==> src/rtl/progmem_loader.sv <==
// Program memory for the fetch stage with a host-driven boot loader.
// The core is held off while loading and flushed for one cycle when the new program is released.
module progmem_loader #(
   parameter int INST_W      = 32,
   parameter int INST_ADDR_W = 4
) (
   input  logic                   clk,
   input  logic                   rst,
   input  logic [INST_ADDR_W-1:0] progmem_addr,
   output logic [INST_W-1:0]      progmem_data,
   input  logic                   load_start,
   input  logic                   load_valid,
   input  logic [INST_W-1:0]      load_data,
   input  logic                   load_last,
   output logic                   load_ready,
   output logic                   core_en,
   output logic                   core_flush,
   output logic                   load_busy,
   output logic                   load_full,
   output logic [INST_ADDR_W:0]   loaded_words
);
   localparam int DEPTH = 2**INST_ADDR_W;

   typedef enum logic [1:0] {IDLE, LOAD, RELEASE, RUN} state_t;

   state_t                 state;
   logic [INST_ADDR_W-1:0] wr_ptr;
   logic [INST_W-1:0]      mem [DEPTH];
   logic                   hs;
   logic                   last_slot;

   assign hs        = load_valid & load_ready;
   assign last_slot = (wr_ptr == INST_ADDR_W'(DEPTH-1));

   // core_en is high exactly in RELEASE/RUN, so it doubles as the read-port gate.
   assign progmem_data = core_en ? mem[progmem_addr] : '0;

   // The array has no reset; a reset mid-load keeps the words already written.
   always_ff @(posedge clk) begin
      if (!rst && hs)
         mem[wr_ptr] <= load_data;
   end

   always_ff @(posedge clk) begin
      if (rst) begin
         state        <= IDLE;
         wr_ptr       <= '0;
         core_en      <= 1'b0;
         core_flush   <= 1'b0;
         load_ready   <= 1'b0;
         load_busy    <= 1'b0;
         load_full    <= 1'b0;
         loaded_words <= '0;
      end else begin
         case (state)
            IDLE, RUN: begin
               if (load_start) begin
                  state        <= LOAD;
                  wr_ptr       <= '0;
                  loaded_words <= '0;
                  load_full    <= 1'b0;
                  load_ready   <= 1'b1;
                  load_busy    <= 1'b1;
                  core_en      <= 1'b0;
                  core_flush   <= 1'b0;
               end
            end
            LOAD: begin
               if (hs) begin
                  loaded_words <= loaded_words + 1'b1;
                  // wr_ptr parks at the last slot; the capacity exit below stops the load
                  if (!last_slot)
                     wr_ptr <= wr_ptr + 1'b1;
                  if (load_last || last_slot) begin
                     state      <= RELEASE;
                     load_full  <= last_slot & ~load_last;
                     load_ready <= 1'b0;
                     load_busy  <= 1'b0;
                     core_en    <= 1'b1;
                     core_flush <= 1'b1;
                  end
               end
            end
            RELEASE: begin
               state      <= RUN;
               core_flush <= 1'b0;
            end
            default: state <= IDLE;
         endcase
      end
   end
endmodule

==> config.mk <==
export PLATFORM = sky130hd
export DESIGN_NAME = progmem_loader
export DESIGN_NICKNAME = d
export VERILOG_FILES = /design/src/rtl/progmem_loader.sv
export SDC_FILE = /design/constraint.sdc
export NUM_CORES = 1
export LEC_CHECK = 0
export ABC_AREA = 1
export BUFFER_PORTS_ARGS = -buffer_cell sky130_fd_sc_hd__buf_4
export CAP_MARGIN = 20
export CORE_MARGIN = 4
export CORE_UTILIZATION = 55
export CTS_CLUSTER_SIZE = 30
export DETAILED_ROUTE_END_ITERATION = 8
export HOLD_SLACK_MARGIN = 0.06
export PLACE_DENSITY = 0.72
export RECOVER_POWER = 25
export SYNTH_ARGS = -nofsm -noshare
export SYNTH_HDL_FRONTEND = slang
export SYNTH_SLANG_ARGS = --single-unit
export TNS_END_PERCENT = 20
==> constraint.sdc <==
create_clock -name clk -period 3.9 [get_ports clk]
set_clock_uncertainty 0.1 [all_clocks]
set_input_delay 0 -clock clk [delete_from_list [all_inputs] [get_ports clk]]
set_output_delay 0 -clock clk [all_outputs]
set_load 0.02 [all_outputs]
==> results.txt, run 1 <==
----------------------------------------------------
[Status]
  Status ... finished, final reports clean

[Setup path]
  Element type at the critical path start ... register
  Data arrival time of the critical path ... 2.84 ns
  Most frequent cell on the critical path ... sky130_fd_sc_hd__nand2_1
  Required time of the critical path ... 4.08 ns
  Critical Path End Type ... register
  Chain of cells forming the critical path ... nand2_1 -> nor2_1 -> nand2_1 -> nor2_4 -> buf_4
  Worst reg2reg path depth ... 5
  Largest driver fanout on the critical path ... 20
  Setup Crit Path Kind ... reg -> reg
  Longest individual stage delay on the worst path ... 0.75 ns
  Cell type of the slowest stage on the worst timing path ... sky130_fd_sc_hd__nor2_4

[Floorplanning]
  DIE WIDTH ... 210.6 µm
  Effective utilization at floorplan ... 56.20%
  Boundary pin count ... 83
  Floorplan die height ... 210.6 µm
  Die outline area ... 0.04437 mm²
  Row count ... 73
  Core outline area ... 0.04019 mm²

[Clocking]
  CTS clk-pin slew, worst paths ... 0.06 ns
  CTS tree ... yes
  Count of hold buffers inserted by post-cts repair ... 37
  Later-pin clock latency in the skew report ... 0.59 ns
  CTS-repair resized insts ... 0
  Number of H-tree levels ... 2
  CTS max path bufs ... 3
  # clock sinks ... 527
  Setup fix buffers added after clock tree synthesis ... 0
  Root cell of the clock tree ... sky130_fd_sc_hd__clkbuf_16
  CTS Buf Count ... 53

[Pwr]
  PwrDens ... 484.8 mW/mm²
  P_leak ... 10.47 nW
  Worst supply voltage drop on vdd ... 303.7 µV

[Finish]
  Proportion of layout cells with a drive suffix above 1 ... 8.223%
  Post-route insts no fill ... 2799
  Most common cell after layout, fill and taps aside ... sky130_fd_sc_hd__nand2_1
  Synthesis-to-finish area growth ... 13.33%
  Most frequent cells in the layout ... sky130_fd_sc_hd__nand2_1 (801), sky130_fd_sc_hd__edfxtp_1 (512), sky130_fd_sc_hd__nand3_1 (324), sky130_fd_sc_hd__inv_1 (272), sky130_fd_sc_hd__buf_4 (75)
  Total area of sequential cells ... 0.01568 mm²
  Antenna cells ... 0
  Filler cell count in the final layout ... 3021
  Multi-input gate area in the final layout ... 0.005271 mm²
  Final #Nets ... 2278

[Place]
  Placed cell count ... 2661
  HPWL after detailed placement ... 28.17 mm
  Final weighted congestion in routability-driven placement ... 0.8296
  Count of input and output buffers ... 82

[Routing]
  Routed via count ... 15.20k
  Detailed router's first-iteration violation count ... 1491
  WL per Instance ... 18.78 µm
  Number of detailed-route iterations in the first pass ... 5
  Remaining antenna violation count after routing ... 0
  Detailed-route vias per instance ... 5.429
  Count of unresolved DRC violations after routing ... 0
  Total wirelength of the detailed-routed design ... 52.57 mm

[Synth]
  #FFs+latches synth ... 527
  Synthesized area per cell ... 10.57 µm²
  Cell taking the most area after synthesis ... sky130_fd_sc_hd__edfxtp_1
  Yosys cell types ... 25
  Yosys warning total ... 0
  Net count after synthesis ... 2184
  Area of the mapped netlist ... 0.02258 mm²
  Top post-synthesis cells by area ... sky130_fd_sc_hd__edfxtp_1 (68%), sky130_fd_sc_hd__nand2_1 (13%), sky130_fd_sc_hd__nand3_1 (7.2%)
  Number of instances in the synthesized netlist ... 2136
  Sequential share of the synthesized area ... 69.41%
  Fraction of synthesized cell area taken by the top area cell type ... 68.08%

[Timing]
  Final period util ... 68.34%
  Minimum clock period ... 2.665 ns
  Peak Freq ... 375.2 MHz
  Relative slew slack ... 30.60%
  Final hold vios ... 0
  Fin Setup TNS ... 0 ns
  Setup-violating endpoint count in the final report ... 0
  Setup repair after global routing missed its margin ... false
  Transition at the pin with the smallest max-transition slack ... 1.041 ns
  Final-report max-slew violation count ... 0

[Global routing]
  Tot GR Track Use ... 23.48%
  First-pass GRT wire length ... 81.85 mm
  Via count of the first global-routing pass ... 15.03k
  Global route overflow ... 0
  Largest net degree at the start of global routing ... 173
  Initial antenna violation count ... 0

[Hold path]
  Count of cells along the worst hold path ... 3
  Hold/Removal Path Class ... in -> reg

[Flow run]
  Number of maximum-capacitance violations ... 0

----------------------------------------------------
-- worst max-delay path: cells and delay by family, from the launching register on --
kind          cells  cell delay [ns]
flops             1             0.41
buf+inv           1             0.38
simple gates      4             1.43
-- cell usage after synthesis --
library cell / number
sky130_fd_sc_hd__a21oi_4: 1
sky130_fd_sc_hd__nor3b_1: 1
sky130_fd_sc_hd__a21oi_1: 46
sky130_fd_sc_hd__nand4_1: 2
sky130_fd_sc_hd__buf_12: 1
sky130_fd_sc_hd__o21ai_2: 1
sky130_fd_sc_hd__nand2_1: 801
sky130_fd_sc_hd__ha_1: 7
sky130_fd_sc_hd__nor2_2: 2
sky130_fd_sc_hd__inv_1: 275
sky130_fd_sc_hd__xor2_1: 2
sky130_fd_sc_hd__buf_1: 20
sky130_fd_sc_hd__buf_6: 26
sky130_fd_sc_hd__nand2_2: 1
sky130_fd_sc_hd__nand3_1: 324
sky130_fd_sc_hd__clkbuf_1: 14
sky130_fd_sc_hd__nor2_1: 23
sky130_fd_sc_hd__buf_2: 44
sky130_fd_sc_hd__buf_4: 5
sky130_fd_sc_hd__inv_2: 3
sky130_fd_sc_hd__inv_6: 1
sky130_fd_sc_hd__dfxtp_1: 15
sky130_fd_sc_hd__nor3_1: 3
sky130_fd_sc_hd__edfxtp_1: 512
sky130_fd_sc_hd__o21ai_0: 6
-- flip-flops by register name, summed over array words and instances (netlist names) --
register and cells:
core_flush 1, state 2, core_en 1, wr_ptr 4
mem 512, loaded_words 5, load_busy 1, load_full 1
-- metal layers --
metal | wire length, µm | global-route usage (%) | vias to the layer above
met5 | 0 | 0 | -
met4 | 1408 | 7.109 | 0
met3 | 3819 | 3.891 | 109
met2 | 25980 | 40.15 | 652
met1 | 21360 | 31.30 | 7241
li1 | - | - | 7193
-- path summary, 6_finish.rpt --
| check | from | end | slack, ns |
|---|---|---|---|
| max | load_busy | mem[10][31] | 1.23 |
| min | rst | loaded_words[3] | 0.12 |
| max reg2reg | load_busy | mem[10][31] | 1.23 |
| min reg2reg | core_en | core_en | 0.42 |
-- power by group --
group / switching [mW] / internal, mW / leakage, nW
sequential: 0.0427 / 6.29 / 4.72
clock: 2.08 / 2.76 / 0.802
combinational: 0.860 / 0.369 / 4.94
total: 2.98 / 9.43 / 10.5
-- cells by family (layout without fill, tap and decap cells) --
group	after synthesis	count (layout)	synth area share, %
AND/OR/NAND/NOR	1157	1157	21.11
flip-flops	527	527	69.41
buffers and inverters	389	527	7.751
AO/OA/AOI/OAI	54	54	1.263
adder cells (fa/ha/maj)	7	7	0.3878
XOR/XNOR	2	2	0.07758
-- area by class of cell --
class,instances,area share [%]
multi-input combinational,1220,20.60
clock buffer,65,5.358
timing repair buffer,149,5.050
inverter,279,4.121
tap,525,2.566
sequential,527,61.24
clock inverter,34,1.066
-- through the flow --
stage | util, % | cell area, µm² | power (mW) | setup slack [ns] | hold slack, ns
2_1_floorplan | - | 22580 | 7.190 | 0.2922 | -0.001131
3_5_place_dp | 58.76 | 23620 | 7.638 | 1.252 | 0.1704
6_report | 63.69 | 25590 | 12.41 | 1.235 | 0.1230
3_3_place_gp | 58.51 | 23520 | 7.610 | 1.368 | 0.1652
5_1_grt | 63.69 | 25590 | 12.84 | 1.117 | 0.1226
4_1_cts | 63.77 | 25630 | 12.47 | 1.240 | 0.09980
Note: power is estimated with default switching activity, not from simulation.
==> inputs of run 2 (changes only) <==
==> constraint.sdc (replaced) <==
create_clock -name clk -period 2.8 [get_ports clk]
set_clock_uncertainty 0.1 [all_clocks]
set_input_delay 0 -clock clk [delete_from_list [all_inputs] [get_ports clk]]
set_output_delay 0 -clock clk [all_outputs]
set_load 0.02 [all_outputs]
==> run 2 against run 1 <==
  * Clock power rose by 52%
  * Critical path depth rose by 5
  * Maximum frequency rose by 0.49%
  * Non-clock buffer count rose by 26
  * Register-to-register slack got worse by 1.1 ns
  * First-iteration DRC count fell by 1.8%
  * Sequential share of layout area fell by 0.77 points
  * Sequential power rose by 39%
  * Utilization rose by 0.81 points
  * Power rose by 45%
  * Critical endpoint is now load_busy
  * Highest routed layer unchanged
==> results.txt, run 2 (synthesized netlist as in run 1, its figures left out) <==
----------------------------------------------------
[Hold path]
  Hold/Removal Path Class ... in -> reg (unchanged)

[Floorplanning]
  Die outline area ... 0.04437 mm² (unchanged)
  Effective utilization at floorplan ... 56.20% (unchanged)
  Boundary pin count ... 83 (unchanged)
  Floorplan die height ... 210.6 µm (unchanged)
  DIE WIDTH ... 210.6 µm (unchanged)
  Row count ... 73 (unchanged)
  Core outline area ... 0.04019 mm² (unchanged)

[Routing]
  Detailed router's first-iteration violation count ... 1464 (was 1491)
  WL per Instance ... 18.90 µm (was 18.78 µm)
  Detailed-route vias per instance ... 5.403 (was 5.429)
  Routed via count ... 15.26k (was 15.20k)
  Count of unresolved DRC violations after routing ... 0 (unchanged)
  Remaining antenna violation count after routing ... 0 (unchanged)
  Number of detailed-route iterations in the first pass ... 6 (was 5)
  Total wirelength of the detailed-routed design ... 53.36 mm (was 52.57 mm)

[Setup path]
  Critical Path End Type ... register (unchanged)
  Data arrival time of the critical path ... 3.02 ns (was 2.84 ns)
  Most frequent cell on the critical path ... sky130_fd_sc_hd__nand2_1 (unchanged)
  Required time of the critical path ... 3.16 ns (was 4.08 ns)
  Cell type of the slowest stage on the worst timing path ... sky130_fd_sc_hd__dlygate4sd3_1 (was sky130_fd_sc_hd__nor2_4)
  Setup Crit Path Kind ... reg -> reg (unchanged)
  Longest individual stage delay on the worst path ... 0.64 ns (was 0.75 ns)
  Largest driver fanout on the critical path ... 5 (was 20)
  Element type at the critical path start ... register (unchanged)
  Chain of cells forming the critical path ... inv_1 -> ha_1 -> nand2_1 -> nand2_1 -> dlygate4sd3_1 -> a21oi_4 -> nand2_1 -> nand2_1 -> a21oi_1 -> dlygate4sd3_1 (was nand2_1 -> nor2_1 -> nand2_1 -> nor2_4 -> buf_4)

[Finish]
  Design Area, Final ... 0.02592 mm² (was 0.02559 mm²)
  Final #Nets ... 2304 (was 2278)
  Synthesis-to-finish area growth ... 14.76% (was 13.33%)
  Biggest register ... mem (unchanged)
  Post-route insts no fill ... 2824 (was 2799)
  Biggest regs ... mem: 512 flops, loaded_words: 5 flops, wr_ptr: 4 flops (unchanged)
  Antenna cells ... 0 (unchanged)
  Proportion of layout cells with a drive suffix above 1 ... 9.613% (was 8.223%)
  Flip-flop count of the largest register, all copies and words added ... 512 (unchanged)
  Most common cell after layout, fill and taps aside ... sky130_fd_sc_hd__nand2_1 (unchanged)
  Most frequent cells in the layout ... sky130_fd_sc_hd__nand2_1 (801), sky130_fd_sc_hd__edfxtp_1 (512), sky130_fd_sc_hd__nand3_1 (324), sky130_fd_sc_hd__inv_1 (272), sky130_fd_sc_hd__buf_4 (102) (was sky130_fd_sc_hd__nand2_1 (801), sky130_fd_sc_hd__edfxtp_1 (512), sky130_fd_sc_hd__nand3_1 (324), sky130_fd_sc_hd__inv_1 (272), sky130_fd_sc_hd__buf_4 (75))

[Timing]
  Relative slew slack ... 46.17% (was 30.60%)
  Transition at the pin with the smallest max-transition slack ... 0.8025 ns (was 1.041 ns)
  Final hold vios ... 0 (unchanged)
  Setup repair after global routing missed its margin ... false (unchanged)
  Peak Freq ... 377.0 MHz (was 375.2 MHz)
  Minimum clock period ... 2.652 ns (was 2.665 ns)
  Final-report max-slew violation count ... 0 (unchanged)
  Setup-violating endpoint count in the final report ... 0 (unchanged)
  Final period util ... 94.72% (was 68.34%)

[Clocking]
  # clock sinks ... 527 (unchanged)
  Root cell of the clock tree ... sky130_fd_sc_hd__clkbuf_16 (unchanged)
  CTS clk-pin slew, worst paths ... 0.06 ns (about the same)
  CTS tree ... yes (unchanged)
  Number of H-tree levels ... 2 (unchanged)
  CTS Buf Count ... 53 (unchanged)
  Later-pin clock latency in the skew report ... 0.58 ns (was 0.59 ns)
  CTS max path bufs ... 3 (unchanged)

[Global routing]
  Via count of the first global-routing pass ... 15.07k (was 15.03k)
  First-pass GRT wire length ... 83.11 mm (was 81.85 mm)
  Tot GR Track Use ... 23.80% (was 23.48%)
  Initial antenna violation count ... 0 (unchanged)
  Largest net degree at the start of global routing ... 156 (was 173)
  Global route overflow ... 0 (unchanged)

[Place]
  Count of input and output buffers ... 82 (unchanged)
  Placed cell count ... 2688 (was 2661)
  Final weighted congestion in routability-driven placement ... 0.8084 (was 0.8296)
  HPWL after detailed placement ... 30.28 mm (was 28.17 mm)
  Post-Place Cell Area ... 0.02382 mm² (was 0.02362 mm²)

[Status]
  Status ... finished, final reports clean (unchanged)

[Pwr]
  PwrDens ... 694.5 mW/mm² (was 484.8 mW/mm²)
  P_leak ... 10.68 nW (was 10.47 nW)
  Worst supply voltage drop on vdd ... 612.6 µV (was 303.7 µV)

[Flow run]
  Number of maximum-capacitance violations ... 0 (unchanged)

----------------------------------------------------
run 2: metal layers:
layer / track usage [%] / routed length, µm / part of all wire [%]
met5: 0 / 0 / 0
met2: 40.70 / 26560 / 50
met4: 7.579 / 1440 / 2.7
met3: 3.416 / 3797 / 7.1
met1: 31.92 / 21570 / 40
run 2: stage by stage:
step	TNS (ns)	utilization [%]	hold WS (ns)	worst slack [ns]	power, mW
2_1_floorplan	-77.54	-	-0.001131	-0.8078	10.01
3_5_place_dp	0	59.27	0.1630	0.5644	10.70
3_3_place_gp	0	59.27	0.1626	0.6355	10.65
4_1_cts	0	64.69	0.09672	0.09361	18.08
6_report	0	64.49	0.1756	0.1478	18.00
5_1_grt	0	64.49	0.1827	0.02807	18.59
run 2: area by class of cell:
type                            count  area [µm²]
Timing Repair Buffer              175        1444
Fill cell                        2997       14270
Inverter                          279        1055
Clock inverter                     40       466.7
Multi-Input combinational cell   1220        5276
Sequential cell                   527       15680
Clock buffer                       58        1345
Tap cell                          525       656.9
run 2: final timing paths:
check	start	end	cells after the start	slack, ns
max reg2reg	state[1]	load_busy	10	0.15
max	state[1]	load_busy	10	0.15
min	rst	core_flush	3	0.18
min reg2reg	core_flush	core_flush	2	0.37
run 2: repair_timing:
action / 4_1_cts / 5_1_grt
endpoints found under the hold margin: 527 / 0
buffers inserted: 0 / 1
gates resized for setup: 0 / 1
hold buffers: 37 / 0
endpoints found under the setup margin: 0 / 1
run 2: power breakdown:
group / internal (mW) / switching, mW
Combinational: 0.564 / 1.23
Clock: 4.39 / 2.99
Sequential: 8.77 / 0.0590
run 2: worst max-delay path, delay by kind of cell, from the launching register on:
kind	cells	cell delay, ns
DFF	1	0.32
AOI/OAI and AO/OA	2	0.25
buffers and inverters	3	1.26
and+or+nand+nor	4	0.28
adders and majority gates	1	0.30
